[config.mk]
export PLATFORM = sky130hd
export DESIGN_NAME = sr_pulse_debouncer_flat
export DESIGN_NICKNAME = d
export VERILOG_FILES = /design/src/rtl/sr_pulse_debouncer_if.sv /design/src/rtl/sr_pulse_debouncer.sv /design/src/flat_wrapper.sv
export SDC_FILE = /design/constraint.sdc
export NUM_CORES = 1
export LEC_CHECK = 0
export CORE_MARGIN = 3
export CORE_UTILIZATION = 30
export DETAILED_ROUTE_END_ITERATION = 10
export DONT_BUFFER_PORTS = 1
export PLACE_DENSITY = 0.53
export SYNTH_ARGS = -nofsm -noshare
export SYNTH_HDL_FRONTEND = slang
export SYNTH_SLANG_ARGS = --single-unit
[constraint.sdc]
create_clock -name i_clock -period 6.07 [get_ports i_clock]
set_input_delay 0.9105 -clock i_clock [delete_from_list [all_inputs] [get_ports i_clock]]
set_output_delay 0.9105 -clock i_clock [all_outputs]
set_load 0.005 [all_outputs]
[src/rtl/sr_pulse_debouncer_if.sv]
// Button inputs and SR command outputs of the pulse debouncer.
// The slave side is the debouncer. The master side drives the buttons and watches the commands.
interface sr_pulse_debouncer_if;
    logic set_btn;
    logic clr_btn;
    logic s;
    logic r;
    logic set_held;
    logic clr_held;
    logic conflict;

    modport master (
        output set_btn, clr_btn,
        input  s, r, set_held, clr_held, conflict
    );

    modport slave (
        input  set_btn, clr_btn,
        output s, r, set_held, clr_held, conflict
    );
endinterface

[src/rtl/sr_pulse_debouncer.sv]
// Purpose: synchronise and debounce two raw buttons, then emit exclusive one-cycle s/r pulses.
// Latency: a stable press gives its pulse in the cycle after edge DB_CYCLES+1 (edge 0 first samples it). There is no backpressure.

module sr_pulse_debouncer_chan #(
    parameter int DB_CYCLES = 4,
    parameter int CNT_W     = 8
) (
    input  logic i_clock,
    input  logic i_reset,
    input  logic i_btn,
    output logic o_evt,
    output logic o_held_nxt
);
    typedef enum logic [1:0] {
        IDLE      = 2'd0,
        RISE_WAIT = 2'd1,
        PRESSED   = 2'd2,
        FALL_WAIT = 2'd3
    } state_t;

    localparam logic [CNT_W-1:0] DB_LIM  = CNT_W'(DB_CYCLES);
    localparam logic [CNT_W-1:0] CNT_ONE = CNT_W'(1);

    logic             r_sync1;
    logic             r_sync2;
    state_t           r_state;
    state_t           w_state_nxt;
    logic [CNT_W-1:0] r_cnt;
    logic [CNT_W-1:0] w_cnt_nxt;
    logic [CNT_W-1:0] w_cnt_inc;
    logic             w_evt;

    always_ff @(posedge i_clock) begin
        if (i_reset) begin
            r_sync1 <= 1'b0;
            r_sync2 <= 1'b0;
        end else begin
            r_sync1 <= i_btn;
            r_sync2 <= r_sync1;
        end
    end

    always_ff @(posedge i_clock) begin
        if (i_reset) begin
            r_state <= IDLE;
            r_cnt   <= '0;
        end else begin
            r_state <= w_state_nxt;
            r_cnt   <= w_cnt_nxt;
        end
    end

    assign w_cnt_inc = r_cnt + CNT_ONE;

    // The counter holds the number of agreeing samples seen so far. It is cleared whenever the FSM settles.
    always_comb begin
        w_state_nxt = r_state;
        w_cnt_nxt   = r_cnt;
        w_evt       = 1'b0;
        case (r_state)
            IDLE: begin
                if (r_sync2) begin
                    if (DB_CYCLES == 1) begin
                        w_state_nxt = PRESSED;
                        w_cnt_nxt   = '0;
                        w_evt       = 1'b1;
                    end else begin
                        w_state_nxt = RISE_WAIT;
                        w_cnt_nxt   = CNT_ONE;
                    end
                end
            end
            RISE_WAIT: begin
                if (!r_sync2) begin
                    w_state_nxt = IDLE;
                    w_cnt_nxt   = '0;
                end else if (w_cnt_inc == DB_LIM) begin
                    w_state_nxt = PRESSED;
                    w_cnt_nxt   = '0;
                    w_evt       = 1'b1;
                end else begin
                    w_cnt_nxt   = w_cnt_inc;
                end
            end
            PRESSED: begin
                if (!r_sync2) begin
                    if (DB_CYCLES == 1) begin
                        w_state_nxt = IDLE;
                        w_cnt_nxt   = '0;
                    end else begin
                        w_state_nxt = FALL_WAIT;
                        w_cnt_nxt   = CNT_ONE;
                    end
                end
            end
            FALL_WAIT: begin
                if (r_sync2) begin
                    w_state_nxt = PRESSED;
                    w_cnt_nxt   = '0;
                end else if (w_cnt_inc == DB_LIM) begin
                    w_state_nxt = IDLE;
                    w_cnt_nxt   = '0;
                end else begin
                    w_cnt_nxt   = w_cnt_inc;
                end
            end
            default: begin
                w_state_nxt = IDLE;
                w_cnt_nxt   = '0;
            end
        endcase
    end

    assign o_evt      = w_evt;
    assign o_held_nxt = (w_state_nxt == PRESSED) || (w_state_nxt == FALL_WAIT);
endmodule

module sr_pulse_debouncer #(
    parameter int DB_CYCLES = 4,
    parameter int CNT_W     = 8
) (
    input  logic                      i_clock,
    input  logic                      i_reset,
    sr_pulse_debouncer_if.slave       io_bus
);
    logic w_set_evt;
    logic w_clr_evt;
    logic w_set_held_nxt;
    logic w_clr_held_nxt;
    logic r_s;
    logic r_r;
    logic r_conflict;
    logic r_set_held;
    logic r_clr_held;

    sr_pulse_debouncer_chan #(.DB_CYCLES(DB_CYCLES), .CNT_W(CNT_W)) u_set_chan (
        .i_clock    (i_clock),
        .i_reset    (i_reset),
        .i_btn      (io_bus.set_btn),
        .o_evt      (w_set_evt),
        .o_held_nxt (w_set_held_nxt)
    );

    sr_pulse_debouncer_chan #(.DB_CYCLES(DB_CYCLES), .CNT_W(CNT_W)) u_clr_chan (
        .i_clock    (i_clock),
        .i_reset    (i_reset),
        .i_btn      (io_bus.clr_btn),
        .o_evt      (w_clr_evt),
        .o_held_nxt (w_clr_held_nxt)
    );

    // Presses accepted on the same edge cancel each other, so the flop never sees S=R=1.
    always_ff @(posedge i_clock) begin
        if (i_reset) begin
            r_s        <= 1'b0;
            r_r        <= 1'b0;
            r_conflict <= 1'b0;
            r_set_held <= 1'b0;
            r_clr_held <= 1'b0;
        end else begin
            r_s        <= w_set_evt & ~w_clr_evt;
            r_r        <= w_clr_evt & ~w_set_evt;
            r_conflict <= w_set_evt & w_clr_evt;
            r_set_held <= w_set_held_nxt;
            r_clr_held <= w_clr_held_nxt;
        end
    end

    assign io_bus.s        = r_s;
    assign io_bus.r        = r_r;
    assign io_bus.conflict = r_conflict;
    assign io_bus.set_held = r_set_held;
    assign io_bus.clr_held = r_clr_held;
endmodule
[src/flat_wrapper.sv]
// flat-port wrapper written by rule: the top's interface ports become plain ports
module sr_pulse_debouncer_flat 
#(
    parameter int DB_CYCLES = 4,
    parameter int CNT_W     = 8
)
  (i_clock, i_reset, io_bus_set_btn, io_bus_clr_btn, io_bus_s, io_bus_r, io_bus_set_held, io_bus_clr_held, io_bus_conflict);
  sr_pulse_debouncer_if io_bus_i ();
  input  logic i_clock;
  input  logic i_reset;
  input wire logic [$bits(io_bus_i.set_btn)-1:0] io_bus_set_btn;
  input wire logic [$bits(io_bus_i.clr_btn)-1:0] io_bus_clr_btn;
  output wire logic [$bits(io_bus_i.s)-1:0] io_bus_s;
  output wire logic [$bits(io_bus_i.r)-1:0] io_bus_r;
  output wire logic [$bits(io_bus_i.set_held)-1:0] io_bus_set_held;
  output wire logic [$bits(io_bus_i.clr_held)-1:0] io_bus_clr_held;
  output wire logic [$bits(io_bus_i.conflict)-1:0] io_bus_conflict;
  assign io_bus_i.set_btn = io_bus_set_btn;
  assign io_bus_i.clr_btn = io_bus_clr_btn;
  assign io_bus_s = io_bus_i.s;
  assign io_bus_r = io_bus_i.r;
  assign io_bus_set_held = io_bus_i.set_held;
  assign io_bus_clr_held = io_bus_i.clr_held;
  assign io_bus_conflict = io_bus_i.conflict;
  sr_pulse_debouncer #(.DB_CYCLES(DB_CYCLES), .CNT_W(CNT_W)) u_core (.i_clock(i_clock), .i_reset(i_reset), .io_bus(io_bus_i));
endmodule
==> flow_summary.ini <==
[routing]
num_vias = 1273
wl_per_cell_um = 12.58
vias_per_cell = 5.154
drtIter0Drc = 51
drc = 0
wirelength_um = 3108
drtPass1Iterations = 4
postRouteAntennaNets = 0

[worst_setup_path]
r2r_cells = 6
cp.required_ps = 6240
worstPathMaxFanout = 10
endpoint_kind = flop
startpoint_type = flop
arrival_ps = 2420
path_class = flop to flop

[timing]
setup_viol = 0
drv_slew = 0
worst_pin_slew_ps = 531.8
period_needed_ps = 2250
slew_headroom_pct = 63.53
fmax_mhz = 444.5
hold_viol = 0
period_share_pct = 37.06
rsz0062_at_grt = no
clock_skew_ps = 10.90
tns_ps = 0

[final_layout]
utilization_pct = 34.83
final_nets = 187
diodes = 0
drive_gt1_share_pct = 9.444
final_cell_area_mm2 = 0.001678
fill_cells = 521
seqCellArea_um2 = 580.6
stdcell_count = 247
multi_input_area_um2 = 900.9
layout_common_cells = dfxtp_1, nor2_1, nand2_1, a21oi_1, o21ai_0
area_growth_pct = 9.559
final_common_cell = dfxtp_1

[placed_design]
hpwl_um = 2152
place_inst = 239
port_buffers = 0
gp_congestion = 0.7772
dpl-instance-area_mm2 = 0.001577

[yosys]
synth_seq_cells = 29
syn_inst = 177
synthesis.nets = 185
synth_top_area_share_pct = 37.91
synth_largest_area_cell = dfxtp_1
synth_cell_types = 46
ys_warn_count = 0
netlist_area_mm2 = 0.001531
synthFlopType = dfxtp_1
synth_edf_count = 0
synth-async-reset-ratio_pct = 0
avgSynthCellArea_um2 = 8.652
ys_seq_area_share_pct = 37.91
synthTopCellsByArea = dfxtp_1, nor2_1, a21oi_1, o21ai_0, ha_1

[clock_tree]
clkSinkCount = 29
clockBufferDepth = 2
cts_hold_buf = 0
cts_resized = 0
clockRootBuffer = clkbuf_8
cts_setup_buffers = 0
htree_levels = 2
cts_tree = built
cts-buffers-inserted = 5
clk_latency_ps = 280
cts.clk_slew.worst_paths_ps = 70

[power_and_ir_drop]
vdd_drop_max_uv = 122.8
power.density_mw_per_mm2 = 226.0
p_leak_nw = 0.5726

[grt]
grt_pass1_vias = 1121
grt_pass1_wl_um = 5223
overflow = 0
track_usage_pct = 11.02
grt_max_degree = 30
antenna_found_initial = 0

[run]
maxCapViolCount = 0

[floorplanning]
die_h_um = 77.45
io-pin-count = 9
die_w_um = 77.45
core-area_mm2 = 0.004817
die-area_mm2 = 0.005999
row_count = 25
start_util_pct = 31.79

[outcome]
outcome = finished clean

[min_path]
hold_depth = 1
min_path_type = flop to flop
[where the power goes]
group | internal (W) | leakage, nW | switching, W
Clock | 0.000102 | 0.0542 | 0.0000730
Combinational | 0.00000364 | 0.284 | 0.00000483
Sequential | 0.000193 | 0.235 | 0.00000287
Total | 0.000299 | 0.573 | 0.0000807
[final cells by class]
cell class	count	share of cell area, %
clock buffer	7	5.742
inverter	3	0.6711
multi-input combinational	140	53.69
sequential	29	34.60
clock inverter	1	0.2983
tap	67	4.996
[synthesized netlist by cell type, types with 2 or more instances]
cell type / n
clkbuf_8: 2
nand2_1: 13
nand2b_1: 5
nor2b_1: 7
a21oi_1: 12
nand3b_1: 5
nand3_1: 9
and4b_1: 3
a31oi_1: 3
mux2i_1: 3
ha_1: 4
inv_1: 3
a211oi_2: 2
o21ai_0: 11
nor3_1: 5
a21boi_0: 2
a211oi_1: 3
and3_1: 2
xor2_1: 2
dfxtp_1: 29
clkbuf_1: 3
nor2_1: 20
nor3b_1: 3
nor4_1: 3
a22oi_1: 2
[final timing paths]
check / start / endpoint / slack [ps]
min: u_core.u_set_chan.r_sync1 / u_core.u_set_chan.r_sync2 / 440
max: u_core.u_clr_chan.r_cnt[0] / u_core.io_bus.s / 3820
min reg2reg: u_core.u_set_chan.r_sync1 / u_core.u_set_chan.r_sync2 / 440
max reg2reg: u_core.u_clr_chan.r_cnt[0] / u_core.io_bus.s / 3820
[critical path, stage by stage (launching register included)]
cell and delay [ps]:
dfxtp_1 480, ha_1 290, and3_2 240, nand3_1 130, mux2i_1 250, or4_4 540
and4b_1 210
[logic make-up (layout without fill, tap and decap cells)]
kind of cell	Yosys count	count (layout)	share of synthesized area, %
compound gates	44	44	19.28
xor+xnor	3	3	1.716
fa+ha+maj	4	4	3.268
buf+inv	8	11	3.268
flops	29	29	37.91
mux	4	4	2.859
simple gates	85	85	31.70
[layer usage]
metal,vias up,share of wire [%],track usage [%]
met5,-,0,0
met4,0,1.6,5.516
met3,4,4.6,3.944
met2,20,44,16.75
met1,595,50,13.69
li1,654,-,-
[sequential cells by signal (all words and copies together), names as in the netlist, 2 cells and up]
name,flops
u_core.u_set_chan.r_state,2
u_core.u_set_chan.r_cnt,8
u_core.u_clr_chan.r_state,2
u_core.u_clr_chan.r_cnt,8
[per-stage QoR]
stage | power [W] | hold WS [ps] | setup WS, ps
6_report | 0.0003793 | 439.1 | 3820
4_1_cts | 0.0003863 | 445.7 | 3828
3_3_place_gp | 0.0002083 | 420.7 | 3889
2_1_floorplan | 0.0002094 | 413.8 | 4036
5_1_grt | 0.0003981 | 448.7 | 3639
3_5_place_dp | 0.0002082 | 428.3 | 3835
Power figures use the tool's default switching activity.
